==> src/rtl/adder_32bit.sv <==
// Registered 32-bit adder with carry-in and carry-out.
// The sum is formed by eight 4-bit carry-lookahead groups and a second-level
// lookahead unit that supplies the carry into every group directly from cin.
// The 33-bit result is captured every cycle.
module adder_32bit (
    input  logic        clk,
    input  logic        rst,
    input  logic [31:0] a,
    input  logic [31:0] b,
    input  logic        cin,
    output logic [31:0] sum,
    output logic        cout
);

    logic [31:0] bit_g;
    logic [31:0] bit_p;
    logic [7:0]  grp_g;
    logic [7:0]  grp_p;
    logic [8:0]  grp_c;
    logic [31:0] bit_c;

    logic [31:0] sum_d;
    logic [31:0] sum_q;
    logic        cout_d;
    logic        cout_q;

    // Per-bit generate and propagate.
    always_comb begin
        bit_g = a & b;
        bit_p = a ^ b;
    end

    // Group generate/propagate for each 4-bit slice.
    always_comb begin
        grp_g = '0;
        grp_p = '0;
        for (int unsigned i = 0; i < 8; i++) begin
            grp_g[i] = bit_g[4*i+3]
                     | (bit_p[4*i+3] & bit_g[4*i+2])
                     | (bit_p[4*i+3] & bit_p[4*i+2] & bit_g[4*i+1])
                     | (bit_p[4*i+3] & bit_p[4*i+2] & bit_p[4*i+1] & bit_g[4*i]);
            grp_p[i] = &bit_p[4*i +: 4];
        end
    end

    // Second-level lookahead: each group carry is a flat sum of products over
    // all lower group G/P terms and cin, so no carry ripples between groups.
    always_comb begin
        logic term;
        logic acc;
        term  = 1'b0;
        acc   = 1'b0;
        grp_c = '0;
        grp_c[0] = cin;
        for (int unsigned i = 0; i < 8; i++) begin
            acc = cin;
            for (int unsigned k = 0; k <= i; k++) begin
                acc = acc & grp_p[k];
            end
            for (int unsigned j = 0; j <= i; j++) begin
                term = grp_g[j];
                for (int unsigned k = j + 1; k <= i; k++) begin
                    term = term & grp_p[k];
                end
                acc = acc | term;
            end
            grp_c[i+1] = acc;
        end
    end

    // Bit carries inside each group, expanded from the group carry-in.
    always_comb begin
        bit_c = '0;
        for (int unsigned i = 0; i < 8; i++) begin
            bit_c[4*i]   = grp_c[i];
            bit_c[4*i+1] = bit_g[4*i]
                         | (bit_p[4*i] & grp_c[i]);
            bit_c[4*i+2] = bit_g[4*i+1]
                         | (bit_p[4*i+1] & bit_g[4*i])
                         | (bit_p[4*i+1] & bit_p[4*i] & grp_c[i]);
            bit_c[4*i+3] = bit_g[4*i+2]
                         | (bit_p[4*i+2] & bit_g[4*i+1])
                         | (bit_p[4*i+2] & bit_p[4*i+1] & bit_g[4*i])
                         | (bit_p[4*i+2] & bit_p[4*i+1] & bit_p[4*i] & grp_c[i]);
        end
    end

    // Next-state result: sum bits and carry out of bit 31.
    always_comb begin
        sum_d  = bit_p ^ bit_c;
        cout_d = grp_c[8];
    end

    // Output registers; reset clears them immediately and wins over the clock.
    always_ff @(posedge clk or posedge rst) begin
        if (rst) begin
            sum_q  <= '0;
            cout_q <= 1'b0;
        end else begin
            sum_q  <= sum_d;
            cout_q <= cout_d;
        end
    end

    assign sum  = sum_q;
    assign cout = cout_q;

endmodule

==> config.mk <==
export PLATFORM = sky130hd
export DESIGN_NAME = adder_32bit
export DESIGN_NICKNAME = d
export VERILOG_FILES = /design/src/rtl/adder_32bit.sv
export SDC_FILE = /design/constraint.sdc
export NUM_CORES = 1
export LEC_CHECK = 0
export BUFFER_PORTS_ARGS = -buffer_cell sky130_fd_sc_hd__buf_2
export CAP_MARGIN = 15
export CORE_ASPECT_RATIO = 0.75
export CORE_MARGIN = 3
export CORE_UTILIZATION = 40
export CTS_BUF_LIST = sky130_fd_sc_hd__clkbuf_8
export DETAILED_ROUTE_END_ITERATION = 10
export GPL_ROUTABILITY_DRIVEN = 0
export PLACE_DENSITY_LB_ADDON = 0.25
export SETUP_SLACK_MARGIN = 0.02
export SYNTH_ARGS = -nofsm -noshare
export SYNTH_HDL_FRONTEND = slang
export SYNTH_SLANG_ARGS = --single-unit
==> constraint.sdc <==
create_clock -name clk -period 1 [get_ports clk]
set_clock_uncertainty 0.2 [all_clocks]
set_input_delay 0.2 -clock clk [delete_from_list [all_inputs] [get_ports clk]]
set_output_delay 0.2 -clock clk [all_outputs]
set_load 0.05 [all_outputs]
-- Word-level counts from Yosys, hierarchy flattened
Cells that the tools add are included.
- output and inout bits: 33
- flip-flop bits (word level): 33
- logic and storage cells: 269
- reduce and logical (&&, ||, !) cells: 8
- bitwise operators: 259
- operators with widths (operator ; count):
    1-bit bitwise AND ; 148
    1-bit bitwise OR ; 108
    32-bit bitwise XOR ; 2
    32-bit bitwise AND ; 1
    4-bit AND reduction ; 8

-- Depth between registers and ports, before layout
Gate-level depths: netlist (run 1).
- word-level depth: 21
- depth in mapped cells: 10
- gate-level depth less buffers: 10

-- Worst setup path before layout (run 1)
No wires, ideal clock.
- path kind: input -> register
- start point: input a[11]
- end point: register sum_q[29], in the netlist sum[29]
- stages on the path: 10
- path slack: -1.635 ns
- library setup time: 0.126 ns
- data required time: 0.674 ns
- arrival time: 2.309 ns
- cells stage by stage: ha_1 > a21o_1 > o21bai_1 > a21oi_1 > o211ai_1 > o21ai_2 > a21oi_1 > or2_2 > fa_1 > xor2_1
- word-level cells in the longest chain between the ends: 17
- elaborated cells on any way between the ends: 40
- classes of those cells: 39 x bitwise; 1 x reduce/logical
- RTL lines (element ; line ; text):
    from (decl) ; 8 ; input logic [31:0] a,
    32-bit bitwise XOR ; 30 ; bit_p = a ^ b;
    4-bit AND reduction, or another cell as far along ; 42 ; grp_p[i] = &bit_p[4*i +: 4];
    1-bit bitwise AND, or another cell as far along (3 in series) ; 58 ; acc = acc & grp_p[k];
    1-bit bitwise AND (on tied branches) (2 in series) ; 58, 63 ;
    1-bit bitwise OR / 1-bit bitwise AND (equally long branches) (2 in series) ; 65, 63 ;
    1-bit bitwise OR (*) (5 in series) ; 65 ; acc = acc | term;
    1-bit bitwise AND (*) ; 77 ; | (bit_p[4*i] & grp_c[i]);
    1-bit bitwise OR (*) ; 77 ;
    32-bit bitwise XOR (*) ; 90 ; sum_d = bit_p ^ bit_c;
    via sum_d[29] ; 22 ; logic [31:0] sum_d;
    to (signal assigned) ; 100 ; sum_q <= sum_d;
    to (decl) ; 23 ; logic [31:0] sum_q;
Mark *: on every way through the listed nets, which the timed path passes. The rest lies on a longest branch.

-- Worst setup path after layout (run 1)
- start point: input a[0]
- end point: register sum_q[24], in the netlist sum[24]
- word-level cells in the longest chain between the ends: 15
- elaborated cells on any way between the ends: 23
- classes of those cells: 22 x bitwise; 1 x reduce/logical
- RTL lines (element ; line):
    32-bit bitwise XOR / 32-bit bitwise AND (equally long branches) ; 30, 29
    4-bit AND reduction / 1-bit bitwise AND (equally long branches) ; 42, 41
    1-bit bitwise AND / 1-bit bitwise OR (equally long branches) ; 58, 41
    1-bit bitwise AND (on tied branches) (5 in series) ; 58, 63
    1-bit bitwise OR (*) (6 in series) ; 65
    32-bit bitwise XOR (*) ; 90
    via sum_d[24] ; 22
Marks and branches as above.

==> results of run 1 <==
[layer usage]
metal / part of all wire, % / vias to the layer above / global-route usage (%)
li1: - / 1159 / -
met1: 41 / 1083 / 24.85
met2: 52 / 69 / 36.61
met3: 4.8 / 12 / 3.463
met4: 1.8 / 0 / 6.016
met5: 0 / - / 0
[area by class of cell]
class,count,area (µm²),area share [%]
clock buffer,6,82.58,1.929
tap,75,93.84,2.192
timing repair buffer,188,1440,33.64
inverter,13,62.56,1.461
clock inverter,2,33.78,0.7890
sequential,33,865.8,20.22
multi-input combinational,166,1703,39.77
[what timing repair did]
action / in CTS / in global routing
resized for setup: 93 / 20
endpoints found under the hold margin: 33 / 0
pin swaps: 22 / 18
setup buffers: 6 / 7
hold buffers: 1 / 0
endpoints found under the setup margin: 65 / 66
[sequential cells by signal, indices dropped and copies added, names as in the netlist]
| signal | cells |
|---|---|
| cout | 1 |
| sum | 32 |
[report_power, final]
group | total (mW) | switching, mW | internal [mW]
Clock | 1.30 | 0.497 | 0.803
Sequential | 1.80 | 0.138 | 1.66
Combinational | 3.42 | 1.92 | 1.50
Total | 6.51 | 2.55 | 3.96
[metrics by stage]
| stage | util (%) | hold slack, ns | cell area, µm² |
|---|---|---|---|
| 2_1_floorplan | - | -0.06650 | 2470 |
| 3_3_place_gp | 67.38 | 0.05034 | 3665 |
| 3_5_place_dp | 67.38 | 0.05367 | 3665 |
| 4_1_cts | 76.83 | 0.03644 | 4179 |
| 5_1_grt | 78.72 | 0.03749 | 4282 |
| 6_report | 78.72 | 0.03950 | 4282 |
[worst min path at each step]
stage                     start  endpoint  cells after the start
final                     b[12]   sum[12]                      2
after floorplan             rst   sum[28]                      1
after CTS                 b[12]   sum[12]                      2
after global routing      b[12]   sum[12]                      2
after global placement      rst   sum[28]                      3
after detailed placement    rst   sum[28]                      3
[cells in the mapped netlist (all sizes together), types with 2 or more instances]
library cell  number  area share, %
nor2b              4            1.1
ha                32             18
and3               2           0.60
xor2              10            3.8
nand2             13            2.1
nand4              4            1.1
nand3              9            2.0
o311ai             2           0.77
a21o               6            2.0
a21oi             20            4.4
nor2               9            1.5
fa                 8            7.0
o211ai             3           0.99
nor3               3           0.66
xnor2              9            3.5
dfrtp             33             36
a211oi             2           0.66
or2                3           0.82
inv               13            2.1
a31o               4            1.5
o21ai              6            1.5
[cells by family after synthesis]
family | Yosys count | share of synthesized area, %
AOI/OAI and AO/OA | 53 | 17.58
xor gates and xnor gates | 19 | 7.284
adders and majority gates | 40 | 24.53
buffers and inverters | 13 | 2.136
DFF | 33 | 36.14
muxes | 1 | 0.4381
and+or+nand+nor | 53 | 11.88
==> impl_results.md, run 1 <==
- Drt pass-1 iters: 4
- WP data required: between 0.9 and 1 ns
- Commonest non-fill, non-tap cell in the layout: buf_4
- # clock sinks: 33
- Die width: between 90 and 100 µm
- Final Hold Vio Count: 0
- I/O pin count: 100
- Netlist Area Pre-Place: around 0.0023 mm²
- YS warnings: 0
- Synth async-reset ratio: 100.0%
- Die ar.: around 0.0067 mm²
- WP depth: 10
- DP Cell Count: 465
- First-pass GRT wire length: roughly 11000 µm
- Unrepaired setup endpoints after global routing: true
- CP Capture Type: register
- Post-Synthesis Cells: between 200 and 250
- Hold Crit Class: input pin to register
- Area grow syn2layout: 87.40%
- Diodes inserted: 0
- Final period util: 232.8%
- Crit-path max FO: 3
- Finished Layout Cells: between 400 and 500
- Clock Pin Slew Worst Setup and Hold Paths: ~0.070 ns
- Final Max Tran Viols: 0
- DP HPWL: between 5000 and 6000 µm
- Crit path capture: sum[24]
- Setup TNS: -38.15 ns
- Crit start category: input pin
- VDD IR-drop max: 1.072 mV
- Die H: ~71 µm
- Vias in the first global route: approximately 2.5k
- Total power: ~6.5 mW
- FP Rows: 23
- Distinct cells, synth: 40
- CTS H-Tree Depth: 2
- CP Cell Sequence: buf_8 -> ha_4 -> a21o_1 -> and4_4 -> o2111ai_4 -> a2111oi_4 -> buf_4 -> nor2_2 -> o221ai_2 -> fa_2
- Setup Viol. Count Final: 65
- FF+latch count, synth: 33
- Layout cells sized above 1: 71.32%
- DRC violations left: 0
- Worst path bufs/invs: 2
- Leakage power total: ~2.0 nW
- Critical path type: input pin to register
- Overflow after GRT: 0
- Fill cells: between 300 and 400
- Avg Vias per Cell: approximately 4.8
- Max stage delay on crit path: approximately 0.46 ns
- Gr usage total: ~20%
- Clock root buffer: clkbuf_8
- Slowest CP cell: fa_2
- Slew HR: roughly 77%
- EDFF count, synth: 0
- Crit path time final: 2.328 ns
- Layout net count: 514
- Core Area: 0.005439 mm²
- PortBufs: about 100
- Critical Path AT: 2.28 ns
- Max-Cap Viols: 0
- Top_reg_cell synth: dfrtp_1
- Largest net degree at the start of global routing: 34
- Via count: ~2.3k
- Power Density: approximately 1500 mW/mm²
- Total CTS buffers: 5
- CP top delay family: compound AO/OA/AOI/OAI gates
- DRT antenna net count: 0
- Crit path setup slack, layout: -1.328 ns
- Wire per inst: 13.81 µm
- Commonest non-fill, non-tap cells in the layout: buf_4 (81), buf_2 (62), buf_6 (41)
- Failing checks: setup timing
- DRT iter0 DRCs: between 40 and 50
- Initial antenna violation count: 0
- Status: finished, violations left
- Crit. Startpoint: a[0]
- CTS tree: yes
- Initial Utilization: 42.01%
- Place WS: -1.724 ns
- CTS max path bufs: 2
- Fmax: around 0.43 GHz
- Syn_area_per_cell: approximately 11 µm²
- Worst-Margin Slew: approximately 0.34 ns
- Syn Nets: between 300 and 400
- Drt total wl: 6668 µm
- Register area share after synthesis: between 30% and 40%
Note: power is estimated with default switching activity, not from simulation.
==> run 2, diff against run 1 <==
--- a/config.mk
+++ b/config.mk
@@ -5,6 +5,7 @@
 export SDC_FILE = /design/constraint.sdc
 export NUM_CORES = 1
 export LEC_CHECK = 0
+export ABC_AREA = 1
 export BUFFER_PORTS_ARGS = -buffer_cell sky130_fd_sc_hd__buf_2
 export CAP_MARGIN = 15
 export CORE_ASPECT_RATIO = 0.75
==> impl_results.md, run 2 <==
- Status: finished, violations left
- Failing checks: setup timing
- Via count: 2603 (+12%)
- Avg Vias per Cell: 4.921 (+2.3%)
- PortBufs: 99 (unchanged)
- Initial Utilization: 42.33% (+0.32 points)
- Layout net count: 560 (+8.9%)
- Syn Nets: 371 (+16%)
- Max-Cap Viols: 0 (unchanged)
- Main combinational cell family by area after synthesis: adder cells
- Register Area: 864.6 µm² (-0.14%)
- Total power: 6.512 mW (about the same)
- VDD IR-drop max: 0.6744 mV (-37%)
- Most common cell in the netlist: nand2_1
- DRC violations left: 0 (unchanged)
- Max stage delay on crit path: 0.38 ns (-0.08 ns)
- Final Instance Area: 0.004695 mm² (+9.6%)
- FP Rows: 23 (unchanged)
- Max reg flops: 32 (unchanged)
- Core Area: 0.005439 mm² (unchanged)
- Slew HR: 82.68% (+5.6 points)
- Register area share after synthesis: 35.87% (-0.28 points)
- DRT iter0 DRCs: 131 (+190%)
- Final period util: 193.3% (-40 points)
- Leakage power total: 2.338 nW (+15%)
- Netlist Area Pre-Place: 0.002302 mm² (+0.77%)
- Syn_area_per_cell: 8.720 µm² (-19%)
- I/O pin count: 100 (unchanged)
- Synth Area in Simple Gates: 22.17% (+10 points)
- DRT antenna net count: 0 (unchanged)
- Overflow after GRT: 0 (unchanged)
- Critical path type: input pin to register
- Crit path time final: 1.933 ns (-0.3953 ns)
- Wire per inst: 16.69 µm (+21%)
- FF+latch count, synth: 33 (unchanged)
- Drt pass-1 iters: 4 (unchanged)
- Largest net degree at the start of global routing: 34 (unchanged)
- Hold Crit Class: input pin to register
- Clock root buffer: clkbuf_8
- Setup TNS: -31.23 ns (+6.919 ns)
- Power Density: 1387 mW/mm² (-8.8%)
- DP Cell Count: 496 (+6.7%)
- Fmax: 0.5174 GHz (+20%)
- Crit-path max FO: 3 (unchanged)
- Multiplexer share of the synthesized area: 0% (-0.44 points)
- Slowest CP cell: fa_2
- Die ar.: 0.006711 mm² (+0.71%)
- Synth cell count leaders: nand2_1 (72), inv_1 (36), dfrtp_1 (33), ha_1 (32), nand3_1 (18)
- Hold depth: 2 (unchanged)
- CTS tree: yes
- Area grow syn2layout: 103.9%
- WP data required: 0.97 ns (about the same)
- Fill cells: 243 (-27%)
- Post-Synthesis Cells: 264 (+25%)
- Largest area contributor in the synthesized netlist: dfrtp_1
- Setup Viol. Count Final: 64 (-1.5%)
- Initial antenna violation count: 0 (unchanged)
- Die H: 71.70 µm (+0.35%)
- Most frequent CP cell: nand2_4
- DP HPWL: 4900 µm (-3.8%)
- Crit path setup slack, layout: -0.9328 ns (+0.3953 ns)
- Placement-stage cell area: 0.003633 mm² (-0.85%)
- Finished Layout Cells: 529 (+9.5%)
- Layout cells sized above 1: 75.33% (+4.0 points)
- Worst-Margin Slew: 0.2598 ns (-0.08247 ns)
- Clock Pin Slew Worst Setup and Hold Paths: 0.07 ns (about the same)
- Diodes inserted: 0 (unchanged)
- Drt total wl: 8828 µm (+32%)
- Distinct cells, synth: 22 (-45%)
- # clock sinks: 33 (unchanged)
- Final Hold Vio Count: 0 (unchanged)
- Critical Path AT: 1.91 ns (-0.37 ns)
- CTS H-Tree Depth: 2 (unchanged)
- CTS max path bufs: 2 (unchanged)
- Gr usage total: 23.74% (+3.5 points)
- Synth Area in XOR/XNOR: 6.087% (-1.2 points)
- Final Max Tran Viols: 0 (unchanged)
- Crit start category: input pin
- Unrepaired setup endpoints after global routing: true
- Commonest non-fill, non-tap cell in the layout: buf_4
- Total CTS buffers: 5 (unchanged)
- First-pass GRT wire length: 12420 µm (+15%)
- Compound-cell area share of the yosys netlist: 5.652% (-12 points)
- Final Util: 86.31% (+7.6 points)
- YS warnings: 0 (unchanged)
- Synth async-reset ratio: 100.0% (unchanged)
- Die width: 93.60 µm (+0.36%)
- Place WS: -1.200 ns (+0.5234 ns)
- WHS: 0.06054 ns (+0.02104 ns)
- Synth Area in Adders: 24.35% (-0.19 points)
- Multi-input gate area: 0.002003 mm² (+18%)
- CP Cell Sequence: buf_6 -> ha_4 -> nand2_4 -> nand2_4 -> nand2_4 -> nand2_4 -> nand2_2 -> nand3_2 -> nand2_2 -> nand2_4 -> nand2_4 -> nand2_4 -> fa_2 -> xor2_2
- CP Capture Type: register
- Top_reg_cell synth: dfrtp_1
- Commonest non-fill, non-tap cells in the layout: buf_4 (71), buf_6 (56), buf_2 (49)
- Synth top area cells: dfrtp_1 (36%), ha_1 (17%), nand2_1 (12%)
- EDFF count, synth: 0 (unchanged)
- Post-synth top area share: 35.87% (-0.28 points)
- Vias in the first global route: 2749 (+12%)
## run 2: cell types whose count changed in the layout (fill, tap and decap cells not counted), moves of 6 or more
cell | before | now
buf_6 | 41 | 56
ha_4 | 11 | 19
nand3_2 | 1 | 7
nand2_2 | 2 | 27
ha_1 | 20 | 11
inv_1 | 9 | 27
nand2_1 | 11 | 32
nand2_4 | 0 | 19
buf_4 | 81 | 71
a21oi_1 | 9 | 2
buf_2 | 62 | 49
## run 2: metal layers
layer	global-route usage, %	wire [µm]	vias to the layer above
met5	0	0	-
met4	7.853	344	0
met3	5.247	483	36
met2	44.22	4696	110
met1	26.94	3303	1240
li1	-	-	1217
## run 2: logic make-up (layout without fill, tap and decap cells)
kind of cell,after synthesis,in the layout
xor+xnor,16,16
compound gates,21,21
simple gates,118,118
fa+ha+maj,40,40
buf+inv,36,226
flops,33,33
## run 2: area by class of cell
class | instances | share of cell area, %
Sequential cell | 33 | 18.42
Timing Repair Buffer | 182 | 31.93
Multi-Input combinational cell | 195 | 42.67
Inverter | 36 | 3.225
Clock inverter | 3 | 0.2932
Tap cell | 75 | 1.999
Clock buffer | 5 | 1.466
## run 2: worst max-delay path, delay by kind of cell
kind | cells | cell delay (ns)
simple gates | 10 | 0.79
fa+ha+maj | 2 | 0.64
xor+xnor | 1 | 0.19
buf+inv | 1 | 0.10
## run 2: what timing repair did
item	4_1_cts	5_1_grt
pin swaps	53	66
buffers inserted	21	11
resized for setup	145	67
hold buffers	1	0
hold endpoints to repair	33	0
setup endpoints to repair	66	65
## run 2: path summary, 6_finish.rpt
path,endpoint,start,slack (ns)
max in group asynchronous,sum[20],rst,0.08
min in group asynchronous,sum[16],rst,0.31
worst max-delay path,sum[25],a[1],-0.93
worst min-delay path,sum[20],a[20],0.06
## run 2: power by group
group,total [mW],switching (mW),internal (mW)
registers,1.80,0.155,1.65
logic,3.73,2.12,1.61
clock network,0.983,0.510,0.472
